==> config.mk <==
export PLATFORM = sky130hd
export DESIGN_NAME = term_stim_pacer
export DESIGN_NICKNAME = d
export VERILOG_FILES = /design/src/rtl/term_stim_pacer.sv
export SDC_FILE = /design/constraint.sdc
export NUM_CORES = 1
export LEC_CHECK = 0
export ABC_AREA = 1
export ABC_CLOCK_PERIOD_IN_PS = 1890
export BUFFER_PORTS_ARGS = -buffer_cell sky130_fd_sc_hd__clkbuf_2
export CORE_MARGIN = 2
export CORE_UTILIZATION = 39
export CTS_BUF_LIST = sky130_fd_sc_hd__clkbuf_16
export CTS_CLUSTER_DIAMETER = 120
export DETAILED_ROUTE_END_ITERATION = 8
export SETUP_SLACK_MARGIN = 0.2
export SYNTH_ARGS = -nofsm -noshare
export SYNTH_HDL_FRONTEND = slang
export SYNTH_SLANG_ARGS = --single-unit
==> constraint.sdc <==
create_clock -name clk -period 1.89 [get_ports clk]
set_input_delay 0.378 -clock clk [delete_from_list [all_inputs] [get_ports clk]]
set_output_delay 0.378 -clock clk [all_outputs]
set_load 0.05 [all_outputs]
==> src/rtl/term_stim_pacer.sv <==
// term_stim_pacer
//   Buffered, rate-paced byte source for the terminal bench req/data pair.
//   The host pushes bytes into a circular FIFO. The pacer releases one byte per
//   one-cycle req pulse. After each pulse it waits a programmable idle gap, so the
//   downstream UART writer is never overrun.
//
//   Optional feature (compile-time macro TERM_STIM_CRLF_EN):
//     Each 8'h0A at the FIFO head is preceded by an 8'h0D pulse. The 0D pulse does
//     not pop the FIFO, and the gap applies after both pulses. When the macro is
//     undefined, bytes pass through unchanged.
//
//   Ports
//     clk        stimulus clock; all logic on the rising edge
//     rst_n      asynchronous active-low reset
//     en         1 = issue bytes, 0 = hold (pushes are still accepted)
//     gap        idle cycles after each req pulse; sampled only at issue
//     push       write push_data into the FIFO this cycle
//     push_data  byte to enqueue
//     full       FIFO full (registered)
//     empty      FIFO empty (registered)
//     level      FIFO occupancy, 0..DEPTH
//     overflow   sticky: a push was seen while full; cleared only by reset
//     busy       in GAP, or a CR is pending
//     req        one-cycle strobe qualifying data
//     data       byte qualified by req; holds its last value otherwise
//
//   state | meaning
//   ------+-----------------------------------------------------------
//   IDLE  | ready to issue the head byte when en && !empty
//   GAP   | counting down the sampled gap; returns to IDLE at cnt==1
module term_stim_pacer #(
  parameter int DEPTH = 8,
  parameter int GAP_W = 16
) (
  input  logic                   clk,
  input  logic                   rst_n,
  input  logic                   en,
  input  logic [GAP_W-1:0]       gap,
  input  logic                   push,
  input  logic [7:0]             push_data,
  output logic                   full,
  output logic                   empty,
  output logic [$clog2(DEPTH):0] level,
  output logic                   overflow,
  output logic                   busy,
  output logic                   req,
  output logic [7:0]             data
);

  localparam int AW = $clog2(DEPTH);
  localparam logic [AW-1:0]    PTR_ONE  = (AW)'(1);
  localparam logic [AW:0]      LVL_ONE  = (AW+1)'(1);
  localparam logic [AW:0]      LVL_FULL = (AW+1)'(DEPTH);
  localparam logic [GAP_W-1:0] CNT_ONE  = (GAP_W)'(1);

  typedef enum logic {S_IDLE, S_GAP} state_t;

  logic [7:0]       mem [DEPTH];
  logic [AW-1:0]    wr_ptr;
  logic [AW-1:0]    rd_ptr;
  logic [AW:0]      level_nxt;
  logic             push_ok;
  logic             pop;
  logic [7:0]       head;

  state_t           state;
  state_t           state_nxt;
  logic [GAP_W-1:0] cnt;
  logic [GAP_W-1:0] cnt_nxt;
  logic             req_nxt;
  logic [7:0]       data_nxt;

  // ---------------- FIFO ----------------
  // A full FIFO drops the push even when a pop happens on the same edge.
  assign push_ok = push && !full;
  assign head    = mem[rd_ptr];

  always_comb begin
    level_nxt = level;
    if (push_ok && !pop)
      level_nxt = level + LVL_ONE;
    else if (!push_ok && pop)
      level_nxt = level - LVL_ONE;
  end

  always_ff @(posedge clk) begin
    if (push_ok)
      mem[wr_ptr] <= push_data;
  end

  // empty falls one edge after the first write into an empty FIFO. This gives the
  // two-edge push-to-req latency. empty rises on the same edge that pops the last
  // byte, so an empty FIFO is never issued from.
  always_ff @(posedge clk or negedge rst_n) begin
    if (!rst_n) begin
      wr_ptr   <= '0;
      rd_ptr   <= '0;
      level    <= '0;
      full     <= 1'b0;
      empty    <= 1'b1;
      overflow <= 1'b0;
    end else begin
      if (push_ok)
        wr_ptr <= wr_ptr + PTR_ONE;
      if (pop)
        rd_ptr <= rd_ptr + PTR_ONE;
      if (push && full)
        overflow <= 1'b1;
      level <= level_nxt;
      full  <= (level_nxt == LVL_FULL);
      empty <= (level == '0) || (level_nxt == '0);
    end
  end

  // ---------------- pacer FSM ----------------
`ifdef TERM_STIM_CRLF_EN
  logic cr_pending;
  logic cr_nxt;
`endif

  always_ff @(posedge clk or negedge rst_n) begin
    if (!rst_n) begin
      state <= S_IDLE;
      cnt   <= '0;
      req   <= 1'b0;
      data  <= 8'h00;
`ifdef TERM_STIM_CRLF_EN
      cr_pending <= 1'b0;
`endif
    end else begin
      state <= state_nxt;
      cnt   <= cnt_nxt;
      req   <= req_nxt;
      data  <= data_nxt;
`ifdef TERM_STIM_CRLF_EN
      cr_pending <= cr_nxt;
`endif
    end
  end

  always_comb begin
    state_nxt = state;
    cnt_nxt   = cnt;
    req_nxt   = 1'b0;
    data_nxt  = data;
    pop       = 1'b0;
`ifdef TERM_STIM_CRLF_EN
    cr_nxt    = cr_pending;
`endif
    case (state)
      S_IDLE: begin
        if (en && !empty) begin
          req_nxt = 1'b1;
          cnt_nxt = gap;
`ifdef TERM_STIM_CRLF_EN
          if (head == 8'h0A && !cr_pending) begin
            // The LF stays at the head and is sent by the next issue.
            data_nxt = 8'h0D;
            cr_nxt   = 1'b1;
          end else begin
            data_nxt = head;
            pop      = 1'b1;
            cr_nxt   = 1'b0;
          end
`else
          data_nxt = head;
          pop      = 1'b1;
`endif
          if (gap != '0)
            state_nxt = S_GAP;
        end
      end
      S_GAP: begin
        if (cnt == CNT_ONE)
          state_nxt = S_IDLE;
        else
          cnt_nxt = cnt - CNT_ONE;
      end
      default: state_nxt = S_IDLE;
    endcase
  end

`ifdef TERM_STIM_CRLF_EN
  assign busy = (state == S_GAP) || cr_pending;
`else
  assign busy = (state == S_GAP);
`endif

endmodule

After elaboration in Yosys (flattened, before gate mapping) --
Memories as Yosys holds them, arrays and structs flattened. A register that Yosys moved wholly into a read port is not among the register bits. Cells that the tools add are included.
Operators by class: add/sub/neg operators 5, eq/ne operators 4, multiplexer cells 13, bitwise logic cells 1, reduce and logical (&&, ||, !) cells 16
Operators by type and width (count):
- $mux 16 | 2
- $pmux 16 s2 | 1
- $eq 16x1->1 const B | 1
- $reduce_bool 16->1 | 1
- $sub 16x1->16 const B | 1
- $logic_not 4->1 | 2
- $mux 4 | 2
- $mux 1 | 7
- $add 3x1->3 const B | 2
- $logic_and 1x1->1 | 5
- $logic_not 1->1 | 5
- $add 4x1->4 const B | 1
- $eq 4x4->1 const B | 1
- $ne 2x2->1 const B | 2
- $reduce_and 2->1 | 2
- $sub 4x1->4 const B | 1
- $pmux 1 s2 | 1
- $logic_or 1x1->1 | 1
- $not 1->1 | 1
Storage, ports and cells: bits in registers 31, memory bits (writable) 64, input port bits 28, output and inout bits 17, memories 1
Memories:
- mem | words 8, bits a word 8, read ports 1, clocked after Yosys merged registers in 1, write ports 1, line 58 | logic [7:0] mem [DEPTH];

Longest topological paths before layout --
Gate-level depths: netlist of run 1.
depth in word-level cells 9, mapped depth 10, gate-level depth less buffers 10

Worst setup path after synthesis of run 1 --
No wires, ideal clock.
path type reg2reg, from register full, to memory mem[4][0] (enable), arrival time 1.499 ns, required time 1.520 ns, slack 0.021 ns, stages on the path, launching flop included 5, buffers on the path 0, path through dfrtp_1 > inv_1 > nand2_2 > or2_2 > nor2_1
Between the ends: longest elaborated chain between the ends 4
RTL lines:
- start, declared | line 41 | output logic full,
- start signal, assigned | line 110 | full <= (level_nxt == LVL_FULL);
- $logic_not 1->1 | line 75 | assign push_ok = push && !full;
- $logic_and 1x1->1 | line 75
- $mux 1 | line 87 | if (push_ok)
- $mux 1 (not written as such) | line 88 | mem[wr_ptr] <= push_data;
- end, declared | line 58
Every way passes these cells.

Final worst setup path of run 1 --
Same ends and word-level chain as after synthesis.

==> results of run 1 <==
-- Yosys cell counts, drive strengths merged --
master	number	area (um2)
a21bo	1	10.01
or2	5	31.28
clkinv	1	3.750
o31ai	1	7.510
xnor2	1	8.760
nand3b	3	22.52
dfstp	1	26.28
o211ai	16	120.1
nand2	126	508.0
nor2	87	369.1
edfxtp	64	1922
a21oi	1	8.760
o21bai	1	7.510
o21ai	44	239.0
clkbuf	3	12.51
nand3	53	280.3
nand4	4	25.02
ha	6	75.07
inv	40	150.1
buf	16	106.4
xor2	3	26.28
nor4	2	12.51
dfrtp	38	950.9
-- flip-flops by register name (all words and copies together), names as in the netlist --
register / flops
overflow: 1
level: 4
wr_ptr: 3
busy: 1
data: 8
full: 1
empty: 1
req: 1
cnt: 16
mem: 64
rd_ptr: 3
-- how the worst max path moves through the flow --
stage	start	slack, ns	end
final	full	0.25	mem[4][0]
after global routing	full	0.14	mem[4][5]
after CTS	full	0.21	mem[4][4]
after detailed placement	full	0.22	mem[4][6]
after global placement	full	0.28	mem[4][5]
after floorplan	full	0.24	mem[5][0]
-- metrics by stage --
stage | setup slack, ns | util (%)
global placement | 0.2799 | 43.03
floorplan | 0.2385 | -
detailed placement | 0.2235 | 43.03
global route | 0.1417 | 45.63
finish | 0.2501 | 45.63
CTS | 0.2134 | 45.56
-- logic make-up (layout without fill, tap and decap cells) --
group,after synthesis,in the layout,synth area share [%]
XOR/XNOR,4,4,0.7117
AND/OR/NAND/NOR,280,280,25.36
AO/OA/AOI/OAI,64,64,7.980
flip-flops,103,103,58.88
adder cells (fa/ha/maj),6,6,1.525
buffers and inverters,60,116,5.540
-- power by group --
part	internal, W	switching [W]	leakage (nW)
sequential	0.00272	0.000149	1.05
combinational	0.000287	0.000728	1.24
clock	0.000963	0.000955	0.153
total	0.00397	0.00183	2.45
-- area by class of cell --
cell class	count	area, um2
clock buffers	9	225.2
inverters	41	153.9
fillers	1165	6778
clock inverters	7	88.84
flip-flops and latches	103	2902
repair buffers	59	332.8
multi-input cells	354	1770
well taps	172	215.2
-- routing by layer --
layer	routed length, um	part of all wire, %
met5	0	0
met4	85	0.82
met3	407	3.9
met2	4881	47
met1	4961	48
==> results.json, run 1 <==
{
  "initial_antenna_violation_count": 0,
  "worst_path_dominant_cell_family": "simple AND/OR/NAND/NOR gates",
  "numPortBuffers": 44,
  "avgRoutedWirePerCell_um": 13.87,
  "cts_max_path_buffers": 2,
  "period_share_pct": 86.77,
  "gr-usage-met3_pct": 2.698,
  "vias_per_cell": 4.864,
  "finalNonFillerCells": 745,
  "synthesis.nets": 551,
  "r2r_setup_slk_ns": 0.25,
  "r2r_start": "full",
  "gp_congestion": 0.8371,
  "tightest_slew_ns": 0.5217,
  "status": "completed",
  "cts_root_buffer": "sky130_fd_sc_hd__clkbuf_16",
  "timing.critical_path.fanout_max": 8,
  "fp.dieArea_um2": 13540,
  "path_cells": "inv_1 -> nand2_2 -> or2_2 -> nor2_2",
  "worstRegToRegCells": 4,
  "grt_pass1_wl_um": 16980,
  "hpwl_um": 7376,
  "worstSetupPathType": "reg2reg",
  "area.growth.synth_to_final_pct": 15.53,
  "irDropWorstVdd_mv": 0.5007,
  "post_cts_resized": 1,
  "start_kind": "register",
  "grt_max_degree": 40,
  "post_synth.cell_area_avg_um2": 9.523,
  "initialDrtViolationCount": 243,
  "clock_tree.htree_level_count": 3,
  "mostFrequentLayoutCell": "sky130_fd_sc_hd__nand2_1",
  "drtAntennaViolNets": 0,
  "worst-endpoint-required_ns": 1.89,
  "numPlacedInstances": 729,
  "ys_types": 34,
  "timing.final.hold_violations": 0,
  "final_net_count": 602,
  "cts_inserted_buffers": 9,
  "via_count": 3624,
  "routed_wirelength_um": 10340,
  "flops_latches_synth": 103,
  "critPathCaptureType": "register",
  "layout_min_cycle_time_ns": 1.640,
  "core_region_area_um2": 12470,
  "antenna_cells": 0,
  "syn-cell-area_um2": 4923,
  "dieWidth_um": 116.4,
  "final.setup_skew_ns": 0.009716,
  "place_area_um2": 5364,
  "worst_hold_slack_ns": 0.08651,
  "global_route.overflow_total": 0,
  "clock_insertion_delay_worst_skew_ns": 0.35,
  "timing.max_cap.violations": 0,
  "io-pin-count": 45,
  "timing.setup.tns_ns": 0,
  "fmaxAchievable_mhz": 609.8,
  "drc": 0,
  "design_power_total_w": 0.005800,
  "postSynthCellCount": 517,
  "clkSinkCount": 103,
  "crit_path_max_incr_delay_ns": 0.43,
  "maxSlewHeadroom_pct": 65.18,
  "path_buf_inv": 1,
  "holdCritPathClass": "in2async",
  "grt_util_met2_pct": 25.78,
  "placement_rows": 41,
  "path_depth": 4,
  "clk_pin_slew_worst_paths_ns": 0.08,
  "die_y_um": 116.4,
  "layout.cells.most_common_list": "sky130_fd_sc_hd__nand2_1, sky130_fd_sc_hd__nor2_1, sky130_fd_sc_hd__edfxtp_1",
  "ff_to_ff_end": "mem[4][0]",
  "fin_area_um2": 5688,
  "final-setup-viol-count": 0,
  "static-leakage-power_nw": 2.446,
  "cts_tree": "yes",
  "synth_warnings": 0,
  "p_per_cell_area_nw_per_um2": 1020,
  "critPathSlowestCell": "sky130_fd_sc_hd__dfrtp_2",
  "synth_seq_area_share_pct": 58.88,
  "critical_path_arrival_ns": 1.64,
  "cts_setup_buffers": 0,
  "rsz0062_at_grt": "yes",
  "effective_utilization_at_floorplan_pct": 39.50,
  "globalRoute.busiestLayer": "met2",
  "track_usage_pct": 16.08,
  "ctsHoldBuffers": 0,
  "detail_route.first_pass.iterations": 4,
  "first_global_vias": 3397,
  "slew_violations": 0,
  "layout-drive-gt1-share_pct": 20.07,
  "met1_track_demand_over_resource_in_global_routing_pct": 22.88
}
Note: power is estimated with default switching activity, not from simulation.
==> run 2: changes to the inputs <==
- PLACE_DENSITY: unset -> 0.61
==> run 2 against run 1 <==
  * The run now ends with hold timing left
  * Final area down 0.29%
  * Worst hold slack worse by 0.092 ns
  * Sequential share of layout area up 0.12 points
  * Core utilization down 0.13 points
  * First-iteration DRC count up 12%
  * Non-clock buffer count down 2
  * Critical path depth unchanged
  * Sequential cell count unchanged
  * Wire length down 0.81%
  * Sequential power about the same
  * Maximum frequency down 2.7%
  * Count of clock-buffer cells in the layout unchanged
  * Critical endpoint is now mem[6][6]
==> results.json, run 2 (synthesis results as in run 1) <==
{
  "clock_tree.htree_level_count": 3,
  "finalNonFillerCells": 743,
  "timing.critical_path.fanout_max": 8,
  "numPlacedInstances": 726,
  "routed_wirelength_um": 10250,
  "global_route.overflow_total": 0,
  "path_buf_inv": 1,
  "biggestRegsByFlops": "mem (64), cnt (16), data (8)",
  "share_comb_of_total_power_pct": 17.7,
  "drc": 0,
  "status": "finished, violations left",
  "r2r_setup_slk_ns": 0.21,
  "cell_internal_pwr_w": 0.004057,
  "effective_utilization_at_floorplan_pct": 39.50,
  "place_area_um2": 5341,
  "period_share_pct": 89.15,
  "worst_hold_slack_ns": -0.005951,
  "critical_path_arrival_ns": 1.68,
  "timing.setup.tns_ns": 0,
  "numPortBuffers": 44,
  "timing.max_cap.violations": 0,
  "dieWidth_um": 116.4,
  "p_sw_w": 0.001760,
  "violated_checks": "hold timing",
  "cts_inserted_buffers": 9,
  "avgRoutedWirePerCell_um": 13.80,
  "largest-register": "mem",
  "r2r_start": "full",
  "dpl_worst_slack_ns": 0.1932,
  "die_y_um": 116.4,
  "ff_to_ff_end": "mem[6][6]",
  "layout_min_cycle_time_ns": 1.685,
  "tightest_slew_ns": 0.5264,
  "worstSetupPathType": "reg2reg",
  "area.growth.synth_to_final_pct": 15.20,
  "initial_antenna_violation_count": 0,
  "core_region_area_um2": 12470,
  "rsz0062_at_grt": "yes",
  "cts_root_buffer": "sky130_fd_sc_hd__clkbuf_16",
  "critPathSlowestCell": "sky130_fd_sc_hd__dfrtp_2",
  "critPathCaptureType": "register",
  "clkSinkCount": 103,
  "clk_pin_slew_worst_paths_ns": 0.07,
  "maxSlewHeadroom_pct": 64.90,
  "cts_max_path_buffers": 2,
  "path_cells": "inv_1 -> nand2_2 -> or2_2 -> nor2_2",
  "worst_path_dominant_cell_family": "simple AND/OR/NAND/NOR gates",
  "clock_insertion_delay_worst_skew_ns": 0.35,
  "detail_route.first_pass.iterations": 6,
  "hpwl_um": 7270,
  "worst-endpoint-required_ns": 1.89,
  "p_per_cell_area_nw_per_um2": 1026,
  "via_count": 3635,
  "cts_tree": "yes",
  "layout-drive-gt1-share_pct": 19.79,
  "mostFrequentLayoutCell": "sky130_fd_sc_hd__nand2_1",
  "track_usage_pct": 15.81,
  "static-leakage-power_nw": 2.440,
  "start_kind": "register",
  "share_seq_of_total_power_pct": 49.3,
  "holdCritPathClass": "in2async",
  "slew_violations": 0,
  "crit_path_max_incr_delay_ns": 0.43,
  "final-setup-viol-count": 0,
  "final.setup_skew_ns": 0.008199,
  "grt_pass1_wl_um": 16380,
  "switching_share_pct": 30.25,
  "worstRegToRegCells": 4,
  "placement_rows": 41,
  "drtAntennaViolNets": 0,
  "antenna_cells": 0,
  "setup_ws_ns": 0.2050,
  "number_of_flip_flops_in_the_largest_register": 64,
  "grt_max_degree": 35,
  "fp.dieArea_um2": 13540,
  "first_global_vias": 3380,
  "gp_congestion": 0.8403,
  "io-pin-count": 45,
  "irDropWorstVdd_mv": 0.4871,
  "vias_per_cell": 4.892,
  "proportion_of_power_drawn_by_the_clock_network_pct": 33.0,
  "fmaxAchievable_mhz": 593.5,
  "layout.cells.most_common_list": "sky130_fd_sc_hd__nand2_1, sky130_fd_sc_hd__nor2_1, sky130_fd_sc_hd__edfxtp_1",
  "final_net_count": 600,
  "timing.final.hold_violations": 7,
  "fin_area_um2": 5672,
  "initialDrtViolationCount": 271
}
## run 2: changes by cell type in the layout (fill, tap and decap cells not counted), sizes merged
cell / previous run / this run
inv: 45 / 44
bufinv: 0 / 1
buf: 15 / 13
## run 2: per-layer routing
metal / vias up / global-route usage (%) / share of wire, %
li1: 1826 / - / -
met1: 1736 / 21.54 / 48
met2: 63 / 25.58 / 47
met3: 10 / 2.647 / 3.3
met4: 0 / 5.794 / 1.5
met5: - / 0 / 0
## run 2: worst register-to-register path: cells and delay by family, from the launching register on
kind	cells	cell delay (ns)
buf+inv	1	0.09
flops	1	0.43
simple gates	3	0.82
## run 2: cell type report
class	count	area (um2)
clock buffers	9	225.2
clock inverters	7	83.83
fillers	1162	6794
inverters	41	153.9
multi-input cells	354	1769
flip-flops and latches	103	2900
well taps	172	215.2
repair buffers	57	324.1
## run 2: how the worst max path moves through the flow
| stage | from | to | slack, ns | cells past startpoint |
|---|---|---|---|---|
| after global routing | full | mem[0][4] | 0.14 | 4 |
| after global placement | full | mem[4][5] | 0.25 | 4 |
| after detailed placement | full | mem[4][4] | 0.19 | 4 |
| after CTS | full | mem[6][1] | 0.19 | 4 |
| final | full | mem[6][6] | 0.21 | 4 |
| after floorplan | full | mem[5][0] | 0.24 | 3 |
## run 2: timing repair
| action | in CTS | in global routing |
|---|---|---|
| gates cloned | 0 | 0 |
| hold buffers | 0 | 0 |
| pin swaps | 0 | 1 |
| resized for setup | 2 | 2 |
| setup endpoints to repair | 9 | 27 |
| setup buffers | 0 | 1 |
## run 2: stage by stage
step / hold slack, ns / util [%] / total power, W
2_1_floorplan: 0.08241 / - / 0.003613
3_3_place_gp: 0.3864 / 42.85 / 0.003911
3_5_place_dp: 0.3950 / 42.85 / 0.003952
4_1_cts: 0.008654 / 45.39 / 0.005872
5_1_grt: 0.02527 / 45.50 / 0.006096
6_report: -0.005951 / 45.50 / 0.005817
## run 2: power groups by stage
stage	Sequential, W	Combinational (W)	Clock, W
4_1_cts	0.00287	0.00105	0.00196
6_report	0.00287	0.00103	0.00192
2_1_floorplan	0.00310	0.000510	0
3_5_place_dp	0.00292	0.00104	0
5_1_grt	0.00289	0.00115	0.00205
3_3_place_gp	0.00291	0.000999	0
==> run 3: changes to the inputs <==
- RECOVER_POWER: unset -> 25
==> run 3 against run 2 <==
  * The run now ends clean
  * Die area unchanged
  * Wire length decreased by 0.29%
  * Setup slack improved by 0.0017 ns
  * Critical endpoint unchanged
==> results.json, run 3 (synthesis results as in run 1) <==
{
  "status": "completed",
  "critical_path_arrival_ns": 1.68,
  "clock_tree.htree_level_count": 3,
  "grt_pass1_wl_um": 16380,
  "final.setup_skew_ns": 0.007630,
  "regArea_um2": 2900,
  "drtAntennaViolNets": 0,
  "path_cells": "inv_1 -> nand2_2 -> or2_2 -> nor2_2",
  "crit_path_max_incr_delay_ns": 0.43,
  "layout_min_cycle_time_ns": 1.683,
  "initialDrtViolationCount": 252,
  "dieWidth_um": 116.4,
  "slew_violations": 0,
  "timing.setup.tns_ns": 0,
  "timing.max_cap.violations": 0,
  "critPathCaptureType": "register",
  "worst_path_dominant_cell_family": "simple AND/OR/NAND/NOR gates",
  "area.growth.synth_to_final_pct": 15.02,
  "placement_rows": 41,
  "die_y_um": 116.4,
  "cts_inserted_buffers": 9,
  "numPortBuffers": 44,
  "vias_per_cell": 4.871,
  "io-pin-count": 45,
  "layout.cells.most_common_list": "sky130_fd_sc_hd__nand2_1, sky130_fd_sc_hd__nor2_1, sky130_fd_sc_hd__edfxtp_1",
  "routed_wirelength_um": 10220,
  "final_net_count": 600,
  "start_kind": "register",
  "mostFrequentLayoutCell": "sky130_fd_sc_hd__nand2_1",
  "antenna_cells": 0,
  "clk_pin_slew_worst_paths_ns": 0.07,
  "irDropWorstVdd_mv": 0.4876,
  "cts_max_path_buffers": 2,
  "biggestRegsByFlops": "mem (64), cnt (16), data (8)",
  "core_region_area_um2": 12470,
  "period_share_pct": 89.06,
  "hpwl_um": 7270,
  "static-leakage-power_nw": 2.419,
  "cts_root_buffer": "sky130_fd_sc_hd__clkbuf_16",
  "timing.critical_path.fanout_max": 8,
  "number_of_flip_flops_in_the_largest_register": 64,
  "largest-register": "mem",
  "dpl_worst_slack_ns": 0.1932,
  "maxSlewHeadroom_pct": 25.28,
  "initial_antenna_violation_count": 0,
  "worstSetupPathType": "reg2reg",
  "layout-drive-gt1-share_pct": 18.56,
  "gp_congestion": 0.8403,
  "worst-endpoint-required_ns": 1.89,
  "timing.final.hold_violations": 0,
  "via_count": 3619,
  "numPlacedInstances": 726,
  "rsz0062_at_grt": "yes",
  "p_per_cell_area_nw_per_um2": 1028,
  "tightest_slew_ns": 1.121,
  "fp.dieArea_um2": 13540,
  "track_usage_pct": 15.81,
  "avgRoutedWirePerCell_um": 13.76,
  "final-setup-viol-count": 0,
  "drc": 0,
  "design_power_total_w": 0.005821,
  "cts_tree": "yes",
  "detail_route.first_pass.iterations": 5,
  "clkSinkCount": 103,
  "first_global_vias": 3380,
  "critPathSlowestCell": "sky130_fd_sc_hd__dfrtp_2",
  "global_route.overflow_total": 0,
  "path_buf_inv": 1,
  "setup_ws_ns": 0.2067,
  "multi_input_comb_area_um2": 1769,
  "grt_max_degree": 35,
  "clock_insertion_delay_worst_skew_ns": 0.35,
  "ctsHoldBuffers": 0,
  "holdCritPathClass": "in2async",
  "finalNonFillerCells": 743,
  "effective_utilization_at_floorplan_pct": 39.50,
  "fmaxAchievable_mhz": 594.1,
  "layout.filler_cells": 1162
}
-- run 3: cell counts in the layout (fill, tap and decap cells not counted) --
Identical to the previous run, type by type.
-- run 3: final cells by class --
type                    instances  share of cell area [%]
clock buffers                   9                   3.977
clock inverters                 7                   1.480
inverters                      41                   2.718
multi-input cells             354                   31.24
flip-flops and latches        103                   51.22
well taps                     172                   3.800
repair buffers                 57                   5.568
-- run 3: metal layers --
metal | GRT usage [%] | share of wire [%] | vias to the layer above | routed length, um
li1 | - | - | 1827 | -
met1 | 21.54 | 48 | 1726 | 4920
met2 | 25.58 | 47 | 56 | 4774
met3 | 2.647 | 3.6 | 10 | 369
met4 | 5.794 | 1.5 | 0 | 157
met5 | 0 | 0 | - | 0
-- run 3: metrics by stage --
step | instance area, um2 | utilization, % | hold WS, ns
5_1_grt | 5663 | 45.43 | 0.3047
3_3_place_gp | 5341 | 42.85 | 0.3864
2_1_floorplan | 4935 | - | 0.08241
6_report | 5663 | 45.43 | 0.2232
3_5_place_dp | 5341 | 42.85 | 0.3950
4_1_cts | 5658 | 45.39 | 0.008654
-- run 3: timing repair --
| action | in CTS | in global routing |
|---|---|---|
| setup endpoints to repair | 9 | 27 |
| pin swaps | 0 | 1 |
| setup buffers | 0 | 1 |
| gates resized for setup | 2 | 2 |
-- run 3: path summary, 6_finish.rpt --
path,start,end,slack [ns],cells past startpoint
max,full,mem[6][6],0.21,4
min,rst_n,cnt[6],0.22,1
max reg2reg,full,mem[6][6],0.21,4
min reg2reg,overflow,overflow,0.47,1
max in group asynchronous,rst_n,cnt[12],0.78,2
min in group clk,push_data[0],mem[1][0],0.35,1
-- run 3: report_power, final --
group | total (W) | internal, W | switching (W)
sequential | 0.00287 | 0.00272 | 0.000152
clock | 0.00193 | 0.00106 | 0.000871
combinational | 0.00103 | 0.000282 | 0.000743
